`src/rtl/fifo_word_packer.sv`:
```
// ============================================================================
//  Module   : fifo_word_packer
//  Purpose  : Read-side FIFO consumer. It packs PACK entries into one output
//             word on a valid/ready stream and supports a partial-word flush.
//  Revision : 1.0 - initial release
// ============================================================================
`default_nettype none

module fifo_word_packer #(
    parameter int DATA_WIDTH = 8,
    parameter int PACK       = 4,
    parameter int CNT_WIDTH  = 16
) (
    input  logic                       rd_clk,
    input  logic                       rst,
    input  logic                       fifo_empty,
    input  logic [DATA_WIDTH-1:0]      fifo_rdata,
    input  logic                       fifo_underflow,
    output logic                       fifo_rd_en,
    input  logic                       flush,
    output logic                       out_valid,
    input  logic                       out_ready,
    output logic [DATA_WIDTH*PACK-1:0] out_data,
    output logic [PACK-1:0]            out_keep,
    output logic                       out_last,
    output logic [CNT_WIDTH-1:0]       word_cnt,
    output logic                       err_underflow
);

    localparam int LCW = $clog2(PACK + 1);

    typedef enum logic [1:0] {
        ST_FILL       = 2'd0,
        ST_HOLD       = 2'd1,
        ST_FLUSH_WAIT = 2'd2
    } state_t;

    state_t                           state_q, state_d;
    logic [LCW-1:0]                   count_q, count_d;
    logic                             pending_q, pending_d;
    logic                             rd_en_q, rd_en_d;
    logic [PACK-1:0][DATA_WIDTH-1:0]  lanes_q, lanes_d;
    logic                             out_valid_q, out_valid_d;
    logic [DATA_WIDTH*PACK-1:0]       out_data_q, out_data_d;
    logic [PACK-1:0]                  out_keep_q, out_keep_d;
    logic                             out_last_q, out_last_d;
    logic [CNT_WIDTH-1:0]             word_cnt_q, word_cnt_d;
    logic                             err_q, err_d;

    logic [LCW-1:0]                   land_cnt;
    logic [PACK-1:0][DATA_WIDTH-1:0]  land_lanes;
    logic                             load;
    logic                             load_last;
    logic [LCW:0]                     inflight;

    always_comb begin
        land_cnt    = count_q;
        land_lanes  = lanes_q;
        err_d       = err_q;
        state_d     = state_q;
        pending_d   = rd_en_q;
        out_valid_d = out_valid_q;
        out_data_d  = out_data_q;
        out_keep_d  = out_keep_q;
        out_last_d  = out_last_q;
        word_cnt_d  = word_cnt_q;
        load        = 1'b0;
        load_last   = 1'b0;

        // Data for last cycle's read lands now; an underflowed read adds no lane.
        if (pending_q) begin
            if (fifo_underflow) begin
                err_d = 1'b1;
            end else begin
                for (int i = 0; i < PACK; i++) begin
                    if (count_q == LCW'(i)) begin
                        land_lanes[i] = fifo_rdata;
                    end
                end
                land_cnt = count_q + LCW'(1);
            end
        end

        count_d = land_cnt;
        lanes_d = land_lanes;

        case (state_q)
            ST_FILL: begin
                if (land_cnt == LCW'(PACK)) begin
                    load = 1'b1;
                end else if (flush && ((count_q != '0) || pending_q)) begin
                    state_d = ST_FLUSH_WAIT;
                end
            end
            ST_FLUSH_WAIT: begin
                if (!rd_en_q) begin
                    if (land_cnt != '0) begin
                        load      = 1'b1;
                        load_last = 1'b1;
                    end else begin
                        state_d = ST_FILL;
                    end
                end
            end
            ST_HOLD: begin
                if (out_ready) begin
                    out_valid_d = 1'b0;
                    word_cnt_d  = word_cnt_q + CNT_WIDTH'(1);
                    state_d     = ST_FILL;
                end
            end
            default: begin
                state_d = ST_FILL;
            end
        endcase

        if (load) begin
            state_d     = ST_HOLD;
            out_valid_d = 1'b1;
            out_last_d  = load_last;
            count_d     = '0;
            for (int i = 0; i < PACK; i++) begin
                out_keep_d[i] = (LCW'(i) < land_cnt);
                out_data_d[i*DATA_WIDTH +: DATA_WIDTH] =
                    (LCW'(i) < land_cnt) ? land_lanes[i] : '0;
            end
        end

        // Lanes already held plus the read issued this cycle must leave room.
        inflight = (LCW+1)'(count_d) + (LCW+1)'(rd_en_q);
        rd_en_d  = (state_d == ST_FILL) && !fifo_empty &&
                   (inflight < (LCW+1)'(PACK));
    end

    always_ff @(posedge rd_clk or posedge rst) begin
        if (rst) begin
            state_q     <= ST_FILL;
            count_q     <= '0;
            pending_q   <= 1'b0;
            rd_en_q     <= 1'b0;
            lanes_q     <= '0;
            out_valid_q <= 1'b0;
            out_data_q  <= '0;
            out_keep_q  <= '0;
            out_last_q  <= 1'b0;
            word_cnt_q  <= '0;
            err_q       <= 1'b0;
        end else begin
            state_q     <= state_d;
            count_q     <= count_d;
            pending_q   <= pending_d;
            rd_en_q     <= rd_en_d;
            lanes_q     <= lanes_d;
            out_valid_q <= out_valid_d;
            out_data_q  <= out_data_d;
            out_keep_q  <= out_keep_d;
            out_last_q  <= out_last_d;
            word_cnt_q  <= word_cnt_d;
            err_q       <= err_d;
        end
    end

    assign fifo_rd_en    = rd_en_q;
    assign out_valid     = out_valid_q;
    assign out_data      = out_data_q;
    assign out_keep      = out_keep_q;
    assign out_last      = out_last_q;
    assign word_cnt      = word_cnt_q;
    assign err_underflow = err_q;

endmodule

`default_nettype wire

```
`config.mk`:
```
export PLATFORM = sky130hd
export DESIGN_NAME = fifo_word_packer
export DESIGN_NICKNAME = d
export VERILOG_FILES = /design/src/rtl/fifo_word_packer.sv
export SDC_FILE = /design/constraint.sdc
export NUM_CORES = 1
export LEC_CHECK = 0
export CAP_MARGIN = 20
export CORE_UTILIZATION = 55
export CTS_CLUSTER_DIAMETER = 150
export DETAILED_ROUTE_END_ITERATION = 6
export MAX_ROUTING_LAYER = met4
export PLACE_DENSITY = 0.94
export SYNTH_ARGS = -nofsm -noshare
export SYNTH_HDL_FRONTEND = slang
export SYNTH_SLANG_ARGS = --single-unit
```
`constraint.sdc`:
```
create_clock -name rd_clk -period 4.8 [get_ports rd_clk]
set_input_delay 0.96 -clock rd_clk [delete_from_list [all_inputs] [get_ports rd_clk]]
set_output_delay 0.96 -clock rd_clk [all_outputs]
set_load 0.01 [all_outputs]
```
==> results.json, run 1 <==
{
  "status": "finished clean",
  "hold_viol": 0,
  "cts.sinks": 94,
  "p_per_area_nw_per_um2": 603,
  "cts_setup_buffers": 0,
  "track_usage": 0.255,
  "num_rows": 30,
  "synthTopCellsByArea": "dfrtp_1 (60%), mux2_2 (12%), a32o_1 (4.1%)",
  "die_w_um": 86.1,
  "fill_cells": 459,
  "routed_wl_mm": 8.49,
  "cp_max_fo": 11,
  "fin_tns_setup_ns": 0,
  "fmax_mhz": 322,
  "synth_cell_types": 43,
  "cts_tree": "built",
  "start_kind": "primary input",
  "routedWlPerCell_um": 18.7,
  "grt_pass1_wl_mm": 13.7,
  "ctsHoldBuffers": 0,
  "synth_mux_area_frac": 0.125,
  "gp_congestion": 0.848,
  "antenna_found_initial": 0,
  "drc": 0,
  "maxCapViolCount": 0,
  "clkTransAtPathRegs_ns": 0.09,
  "slew-limit-headroom": 0.296,
  "yosys_warnings": 0,
  "synthAdderAreaFrac": 0.0193,
  "cts_buffers": 9,
  "rsz0062_at_grt": "false",
  "dr.pass1.iters": 4,
  "ys_top_cells_by_count": "dfrtp_1 (94), mux2_2 (40), a32o_1 (16)",
  "start_util": 0.570,
  "leakage_uw": 0.00216,
  "post-dp-hpwl_mm": 5.54,
  "min_period_over_period": 0.647,
  "fin_skew_ns": 0.0158,
  "io_pins": 70,
  "avgSynthCellArea_um2": 13.7,
  "yosysMostFrequentCell": "dfrtp_1",
  "synth_edf_count": 0,
  "irDropWorstVdd_v": 0.000341,
  "slew_viol_final": 0,
  "cp.required_ns": 5.05,
  "period_minus_slack_ns": 3.11,
  "grt-ovfl-total": 0,
  "synthFlopType": "dfrtp_1",
  "seq_area_frac_synth": 0.604,
  "dr.first_iter.drc_count": 133,
  "rrSetupSlack_ns": 2.03,
  "synth_top_area_share": 0.604,
  "grt_start_max_net_pins": 57,
  "fin_util": 0.712,
  "setup_viol": 0,
  "synth_top_family_by_area": "multiplexers",
  "antenna_cells": 0,
  "yosysTopAreaCell": "dfrtp_1",
  "worst_pin_slew_ns": 1.03,
  "core_area_um2": 6830,
  "avgViaCountPerCell": 5.83,
  "port_buffers": 69,
  "async_reset_ff_frac": 1.00,
  "clockBufferDepth": 2,
  "synth-compound-area-share": 0.102,
  "final_layout_size_suffix_gt1_frac": 0.179,
  "syn2layout_area_growth_pct": 24.9,
  "fin_nets": 373,
  "htree_num_levels": 3,
  "path_class": "primary input to flip-flop",
  "syn_nets": 305,
  "synth_xor_area_frac": 0.0338,
  "clk-insertion-delay-late_ns": 0.37,
  "cts_resized": 0,
  "vias": 2646,
  "syn_inst": 285,
  "synthesis.area_um2": 3890,
  "ys_seq_elements": 94,
  "die_h_um": 86.1,
  "root_buffer": "clkbuf_8",
  "grt_pass1_vias": 2718,
  "synth-simple-area-share": 0.0855,
  "worstSetupEndpointType": "flip-flop",
  "hp-class": "flip-flop to flip-flop",
  "ant_nets": 0,
  "arrival_ns": 3.36,
  "dieArea_um2": 7420
}
==> registers in the layout, summed over array words and instances, names as in the netlist <==
register / flops
count_q: 3
err_underflow: 1
fifo_rd_en: 1
lanes_q: 32
out_data: 32
out_keep: 4
out_last: 1
out_valid: 1
pending_q: 1
state_q: 2
word_cnt: 16
==> routing by layer <==
layer | wire length, µm | track usage
met3 | 419 | 0.0472
met5 | 0 | -
met4 | 215 | 0.124
met2 | 4370 | 0.408
met1 | 3490 | 0.313
==> worst max-delay path, cell delays in order <==
cell             delay (ns)
clkdlybuf4s50_1        0.53
nor2b_4                0.27
mux2_4                 0.36
a211oi_2               0.80
mux2_2                 0.43
==> cell type report <==
type | count | area, µm² | area share
clock buffers | 9 | 124 | 0.0255
inverters | 9 | 35.0 | 0.00720
flip-flops and latches | 94 | 2350 | 0.484
well taps | 96 | 120 | 0.0247
multi-input cells | 169 | 1420 | 0.292
clock inverters | 7 | 113 | 0.0232
repair buffers | 70 | 698 | 0.144
==> report_power, final <==
| group | internal, µW | switching [µW] | total [µW] | leakage, µW |
|---|---|---|---|---|
| clock network | 305 | 298 | 603 | 0.000115 |
| logic | 555 | 532 | 1090 | 0.000821 |
| registers | 1070 | 174 | 1240 | 0.00122 |
| total | 1930 | 1000 | 2930 | 0.00216 |
==> cell usage in the layout, fill, tap and decap left out, types with 6 or more instances in the layout <==
| master | synthesis | layout |
|---|---|---|
| a22o_1 | 9 | 9 |
| a32o_1 | 16 | 16 |
| dfrtp_1 | 94 | 94 |
| mux2_2 | 40 | 40 |
| nand2_1 | 13 | 13 |
| nand3_1 | 8 | 8 |
| clkdlybuf4s50_1 | 0 | 69 |
| nor2_1 | 12 | 12 |
| inv_1 | 9 | 8 |
| xnor2_1 | 11 | 11 |
| clkbuf_8 | 0 | 9 |
| ha_1 | 6 | 6 |
==> kinds of logic after synthesis <==
kind of cell | count (synthesis)
DFF | 94
and+or+nand+nor | 59
AOI/OAI and AO/OA | 46
muxes | 43
buffers and inverters | 22
xor gates and xnor gates | 15
adders and majority gates | 6
==> per-stage QoR <==
stage	cells	hold slack [ns]	cell area, µm²	total power, µW	worst slack [ns]
after floorplan	285	0.468	3890	1900	1.39
after CTS	454	0.472	4860	2940	1.68
final	454	0.467	4860	2930	1.69
after global placement	438	0.443	4630	2250	1.44
after global routing	454	0.493	4860	3080	1.60
after detailed placement	438	0.448	4630	2320	1.34
==> worst paths after layout <==
path	from	cells after the start	to
setup / recovery	fifo_underflow	5	out_data[0]$_DFFE_PP0P_
hold / removal	err_underflow$_DFFE_PP0P_	1	err_underflow$_DFFE_PP0P_
setup reg to reg	count_q[0]$_DFF_PP0_	6	out_data[0]$_DFFE_PP0P_
hold reg to reg	err_underflow$_DFFE_PP0P_	1	err_underflow$_DFFE_PP0P_
max in group asynchronous	rst	3	out_keep[0]$_DFFE_PP0P_
min in group asynchronous	rst	2	word_cnt[3]$_DFFE_PP0P_
No activity file was read; power rests on OpenSTA's default activity.
==> inputs of run 2 (changes only) <==
CORE_UTILIZATION = 47   (was 55)
PLACE_DENSITY = 0.86   (was 0.94)
clock period = 2.8 ns   (was 4.8 ns; I/O delays follow)
==> run 2 against run 1 <==
Net effect:
- routed wire length decreased by 2.7%
- die area rose by 17%
- cell count is 3.7% higher
- combinational power increased by 80%
- via count is 0.42% lower
- register-to-register slack worse by 1.6 ns
- largest power group unchanged
==> results.json, run 2 (synthesis gave the netlist of run 1 again) <==
{
  "setup_viol": 0,
  "cts_buffers": 9,
  "fin_hold_ws_ns": 0.466,
  "final_layout_size_suffix_gt1_frac": 0.201,
  "cts_resized": 0,
  "irDropWorstVdd_v": 0.000575,
  "htree_num_levels": 3,
  "io_pins": 70,
  "antenna_found_initial": 0,
  "multiInputGateArea_um2": 1420,
  "start_kind": "flip-flop",
  "start_util": 0.493,
  "syn2layout_area_growth_pct": 27.5,
  "holdCritStartpoint": "err_underflow$_DFFE_PP0P_",
  "fmax_mhz": 415,
  "vias": 2635,
  "slew-limit-headroom": 0.369,
  "r2r-start": "count_q[0]$_DFF_PP0_",
  "ant_nets": 0,
  "p_per_area_nw_per_um2": 1010,
  "dp_cells": 455,
  "num_rows": 32,
  "dr.pass1.iters": 4,
  "fin_cells": 471,
  "crit_path_start": "count_q[0]$_DFF_PP0_",
  "die_h_um": 93.0,
  "fin_nets": 384,
  "ctsHoldBuffers": 0,
  "cts_tree": "built",
  "hp-class": "flip-flop to flip-flop",
  "fin_skew_ns": 0.0176,
  "grt_pass1_wl_mm": 13.5,
  "min_period_over_period": 0.861,
  "worstSetupEndpointType": "flip-flop",
  "cp.required_ns": 3.04,
  "core_area_um2": 7890,
  "worst_pin_slew_ns": 0.942,
  "dr.first_iter.drc_count": 83,
  "final_common_cell": "dfrtp_1",
  "grt-ovfl-total": 0,
  "maxCapViolCount": 0,
  "slew_viol_final": 0,
  "track_usage": 0.211,
  "antenna_cells": 0,
  "fill_cells": 584,
  "period_minus_slack_ns": 2.41,
  "cts.sinks": 94,
  "routedWlPerCell_um": 17.5,
  "clkTransAtPathRegs_ns": 0.09,
  "layout_common_cells": "dfrtp_1 (94), clkdlybuf4s50_1 (69), mux2_2 (40)",
  "status": "finished clean",
  "grt_pass1_vias": 2646,
  "regArea_um2": 2350,
  "dieArea_um2": 8650,
  "grt_start_max_net_pins": 43,
  "cp_max_fo": 8,
  "rsz0062_at_grt": "false",
  "clockBufferDepth": 2,
  "clk-insertion-delay-late_ns": 0.36,
  "leakage_uw": 0.00221,
  "port_buffers": 69,
  "die_w_um": 93.0,
  "cts_setup_buffers": 0,
  "arrival_ns": 2.65,
  "fin_tns_setup_ns": 0,
  "drc": 0,
  "hold_viol": 0,
  "routed_wl_mm": 8.26,
  "root_buffer": "clkbuf_8",
  "gp_congestion": 0.850,
  "avgViaCountPerCell": 5.59,
  "post-dp-hpwl_mm": 5.99,
  "path_class": "flip-flop to flip-flop"
}
-- run 2: metrics by stage --
step                worst slack (ns)  cell area, µm²  power, µW  utilization
floorplan                      0.660            3900       3250            -
global placement               0.155            4760       4010        0.603
detailed placement            0.0896            4760       4110        0.603
CTS                            0.437            4960       5030        0.629
global route                   0.269            4960       5290        0.629
finish                         0.390            4960       5000        0.629
-- run 2: layout make-up --
cell class	count	share of cell area
multi-input cells	169	0.287
repair buffers	81	0.165
clock inverters	6	0.0154
inverters	9	0.00757
flip-flops and latches	94	0.474
clock buffers	10	0.0257
well taps	102	0.0257
-- run 2: path summary, 6_finish.rpt --
kind	depth (start not counted)	endpoint	slack, ns
hold reg to reg	1	err_underflow$_DFFE_PP0P_	0.47
setup / recovery	7	out_data[0]$_DFFE_PP0P_	0.39
setup reg to reg	7	out_data[0]$_DFFE_PP0P_	0.39
min in group asynchronous	2	out_data[22]$_DFFE_PP0P_	0.61
hold / removal	1	err_underflow$_DFFE_PP0P_	0.47
max in group asynchronous	3	out_data[28]$_DFFE_PP0P_	1.58
-- run 2: critical path, cell delays in order, from the launching register on --
cell and delay [ns]:
dfrtp_1 0.49, inv_1 0.16, ha_1 0.36, and4bb_1 0.27, a21o_1 0.21, a211oi_2 0.24
buf_4 0.22, mux2_2 0.34
-- run 2: metal layers --
layer  track usage  share of wire  vias to the layer above  wire (µm)
met5             -              0                        -          0
met4        0.0667          0.017                        0        144
met3        0.0528          0.053                       14        435
met2         0.325           0.48                       92       3990
met1         0.278           0.45                     1327       3690
li1              -              -                     1202          -
-- run 2: where the power goes --
part,internal (µW),leakage (µW),switching [µW]
Clock,429,0.000103,494
Combinational,1050,0.000887,910
Sequential,1830,0.00122,285
Total,3310,0.00221,1690
